==> config.mk <==
export PLATFORM = sky130hd
export DESIGN_NAME = nb_delay_pipe
export DESIGN_NICKNAME = d
export VERILOG_FILES = /design/src/rtl/nb_delay_pipe.sv
export SDC_FILE = /design/constraint.sdc
export NUM_CORES = 1
export LEC_CHECK = 0
export ABC_AREA = 1
export CORE_MARGIN = 2
export CORE_UTILIZATION = 36
export CTS_BUF_LIST = sky130_fd_sc_hd__clkbuf_8
export CTS_CLUSTER_SIZE = 20
export DETAILED_ROUTE_END_ITERATION = 12
export GPL_TIMING_DRIVEN = 0
export SLEW_MARGIN = 20
export SYNTH_ARGS = -nofsm -noshare
export SYNTH_HDL_FRONTEND = slang
export SYNTH_SLANG_ARGS = --single-unit
==> constraint.sdc <==
create_clock -name clk -period 1.9 [get_ports clk]
set_input_delay 0.57 -clock clk [delete_from_list [all_inputs] [get_ports clk]]
set_output_delay 0.57 -clock clk [all_outputs]
set_load 0.05 [all_outputs]
==> src/rtl/nb_delay_pipe.sv <==
// Fixed-latency transport delay line: every accepted sample emerges exactly D_act
// cycles later, where D_act is one of MIN/TYP/MAX and may only change once the pipe is empty.
module nb_delay_pipe #(
    parameter int WIDTH   = 4,
    parameter int MIN_DLY = 2,
    parameter int TYP_DLY = 10,
    parameter int MAX_DLY = 17,
    localparam int CW     = $clog2(MAX_DLY + 1)
) (
    input  logic             clk,
    input  logic             reset,
    input  logic [1:0]       sel,
    input  logic             in_valid,
    output logic             in_ready,
    input  logic [WIDTH-1:0] in_data,
    output logic             out_valid,
    output logic [WIDTH-1:0] out_data,
    output logic             out_seen,
    output logic [CW-1:0]    in_flight,
    output logic             busy
);

    typedef enum logic {RUN, DRAIN} state_t;

    state_t                     state;
    logic [MAX_DLY:1]           vld_pipe;
    logic [MAX_DLY:1][WIDTH-1:0] dat_pipe;
    logic [CW-1:0]              d_act;
    logic [CW-1:0]              d_sel;
    logic [CW-1:0]              fl_nxt;
    logic [WIDTH-1:0]           last_data;
    logic                       seen;
    logic                       accept;

    always_comb begin
        case (sel)
            2'd0:    d_sel = CW'(MIN_DLY);
            2'd2:    d_sel = CW'(MAX_DLY);
            default: d_sel = CW'(TYP_DLY);
        endcase
    end

    assign in_ready  = (state == RUN) && !reset;
    assign accept    = in_valid && in_ready;
    assign out_valid = vld_pipe[d_act];
    assign out_data  = out_valid ? dat_pipe[d_act] : last_data;
    assign out_seen  = seen || out_valid;
    assign busy      = (state == DRAIN) || (in_flight != '0);

    always_comb begin
        fl_nxt = in_flight;
        if (accept && !out_valid)
            fl_nxt = in_flight + CW'(1);
        else if (!accept && out_valid)
            fl_nxt = in_flight - CW'(1);
    end

    // Data needs no reset: nothing reads a stage unless its valid bit is set.
    always_ff @(posedge clk) begin
        dat_pipe[1] <= in_data;
        for (int i = 2; i <= MAX_DLY; i++)
            dat_pipe[i] <= dat_pipe[i-1];
    end

    always_ff @(posedge clk) begin
        if (reset) begin
            vld_pipe  <= '0;
            last_data <= '0;
            seen      <= 1'b0;
            in_flight <= '0;
            state     <= RUN;
            d_act     <= d_sel;
        end else begin
            // Valid bits past the tap are dropped so a later, longer D_act cannot re-see them.
            vld_pipe[1] <= accept;
            for (int i = 2; i <= MAX_DLY; i++)
                vld_pipe[i] <= vld_pipe[i-1] && (CW'(i) <= d_act);
            if (out_valid) begin
                last_data <= dat_pipe[d_act];
                seen      <= 1'b1;
            end
            in_flight <= fl_nxt;
            case (state)
                RUN: begin
                    if (d_sel != d_act) begin
                        if (in_flight == '0 && !accept)
                            d_act <= d_sel;
                        else
                            state <= DRAIN;
                    end
                end
                DRAIN: begin
                    // Exit on the cycle the last sample emerges so RUN resumes right after.
                    if (fl_nxt == '0) begin
                        d_act <= d_sel;
                        state <= RUN;
                    end
                end
                default: state <= RUN;
            endcase
        end
    end

endmodule

==> metrics.cfg <==
[timing]
whs_ns = 0.329
grt_setup_unrepaired = yes
period_share = 1.25
drv_slew = 0
finalClockSkew_ns = 0.00886
post-route-min-period_ns = 2.38
finalSetupViolCount = 10
worst_pin_slew_ns = 0.484
hold_violations = 0
final.setup.tns_ns = -3.70
fin_ws_ns = -0.483
fmax_ghz = 0.420
max_slew_margin = 0.678

[layout]
area.growth.synth_to_final_pct = 27.1
multi_input_area_um2 = 923
num_antenna_cells = 0
seqCellArea_um2 = 2020
drive_gt1_frac = 0.297
final_util = 0.467
fill_cells = 737
nNetsFinal = 328

[global_route]
track_usage = 0.114
grt_pass1_vias = 1664
grt_max_degree = 18
overflow = 0
grt_first_pass_wirelength_um = 7530
antenna_found_initial = 0

[cts]
cts_hold_buf = 0
cts-root-to-sink-buffers = 2
numCtsBuffers = 9
cts_root_buf = clkbuf_8
clk_latency_ns = 0.35
clock-sinks = 99
path_clk_slew_ns = 0.09
htree_num_levels = 3
cts_tree = yes

[floorplan]
io_pins = 22
fp-row-count = 33
die_w_um = 95.1
coreArea_um2 = 8130
initial_core_util = 0.367
die_y_um = 95.1
die_area_um2 = 9040

[worst_setup_path]
r2r_setup_slack_ns = -0.29
cp_data_required_time_ns = 1.33
arrival_ns = 1.81
r2r-end = d_act[1]
rr_worst_depth = 16
cp-start-kind = register
cp_max_fo = 8
reg2reg_from = d_act[3]
critical_path_class = reg2out
end_kind = output pin

[hold_path]
hold_class = reg2reg
min-delay-start = dat_pipe[14]
hold_end = dat_pipe[18]
hold_depth = 0

[detailed_routing]
viasPerCell = 4.14
vias = 1761
drt_pre_antenna_iters = 4
routed_wl_um = 4550
wl_per_cell_um = 10.7
postRouteAntennaNets = 0
post-route-drc-count = 0
drt_iter0_drc = 31

[synth]
yosysMostFrequentCell = dfxtp_1
synth_top_area_cell = dfxtp_1
synth_cell_type_count = 31
synth_area_leaders = dfxtp_1, nand2_1, nor2_1
synthTopCellsByCount = dfxtp_1, nand2_1, nor2_1
synthCells = 272
synthDominantCellAreaShare = 0.644
synth-compound-area-share = 0.0499
syn_avg_cell_area_um2 = 11.0
yosysSeqAreaShare = 0.674
synth-simple-area-share = 0.169
synth_warnings = 0
synth_edf_count = 3
netlist_area_um2 = 2990
synthArstFlopShare = 0
synth_top_flop_cell = dfxtp_1
synth_xor_area_frac = 0.0285
yosys_register_bits = 99
muxShareOfSynthArea = 0
synthAdderAreaFrac = 0.0126
syn_nets = 284
synth_top_family_by_area = simple AND/OR/NAND/NOR gates

[run]
maxCapViolCount = 0

[place]
gp_congestion = 0.795
dp_hpwl_um = 3070
io_buffers = 20

[run_status]
violations = setup timing
outcome = finished, violations left

[power_and_ir_drop]
p_leak_nw = 1.66
powerDensity_nw_per_um2 = 1480
max-vdd-ir-drop_mv = 0.643

## flip-flops by register name, summed over array words and instances, names as in the netlist
register and flops:
dat_pipe 68, vld_pipe 17, in_flight 5, last_data 4, d_act 3, seen 1
state 1
## critical path: stages (launching register included)
cell	delay (ns)
edfxtp_1	0.41
buf_6	0.16
clkinv_8	0.07
nand2_4	0.05
nand3_2	0.06
nand2_2	0.07
nand2_4	0.07
nand2_4	0.05
buf_12	0.14
or2_4	0.24
buf_8	0.15
## worst max path at each step
stage | start | end | slack, ns | cells after the start
3_3_place_gp | d_act[1] | out_data[3] | -0.83 | 10
5_1_grt | d_act[3] | out_seen | -0.57 | 10
4_1_cts | d_act[3] | out_data[3] | -0.55 | 8
2_1_floorplan | d_act[1] | d_act[0] | -0.06 | 10
3_5_place_dp | d_act[1] | out_data[0] | -0.85 | 10
6_report | d_act[3] | out_seen | -0.48 | 10
## cell usage in the layout, fill, tap and decap left out, drive strengths merged, types with 7 or more instances in the layout
cell,n
buf,26
clkdlybuf4s50,7
a21oi,9
dfxtp,96
nor2,29
inv,29
nand3,12
o21ai,13
clkbuf,12
nand2,57
## final cells by class
| type | count | area share |
|---|---|---|
| buffer | 8 | 0.0227 |
| clock buffer | 9 | 0.0326 |
| clock inverter | 6 | 0.0125 |
| inverter | 26 | 0.0359 |
| multi-input combinational | 139 | 0.243 |
| sequential | 99 | 0.532 |
| tap | 105 | 0.0346 |
| timing repair buffer | 33 | 0.0857 |
## per-layer routing
metal / global-route usage / part of all wire / vias to the layer above
met4: 0.0761 / 0.029 / 0
met3: 0.0316 / 0.028 / 9
met5: 0 / 0 / -
met1: 0.139 / 0.50 / 793
li1: - / - / 934
met2: 0.174 / 0.44 / 25
## timing repair
item / CTS / global route
setup buffers: 10 / 3
endpoints found under the hold margin: 0 / 0
pin swaps: 8 / 11
gates cloned: 1 / 0
endpoints found under the setup margin: 16 / 12
gates resized for setup: 76 / 21
## cells by family after synthesis
logic type,count (synthesis)
AND/OR/NAND/NOR,102
buffers and inverters,34
adder cells (fa/ha/maj),3
flip-flops,99
XOR/XNOR,8
AO/OA/AOI/OAI,26
## where the power goes
part | switching [mW] | internal (mW) | leakage, nW | total (mW)
sequential | 0.0893 | 2.27 | 0.832 | 2.36
clock | 0.701 | 0.488 | 0.0927 | 1.19
combinational | 1.21 | 0.873 | 0.732 | 2.08
## through the flow
step	setup WS [ns]	area (µm²)	instances	power [mW]
after floorplan	-0.0624	3090	272	3.77
after global placement	-0.830	3420	397	4.14
after detailed placement	-0.847	3420	397	4.16
after CTS	-0.547	3720	423	5.60
after global routing	-0.572	3790	425	5.96
final	-0.483	3790	425	5.64
(Power assumes the default switching activity.)
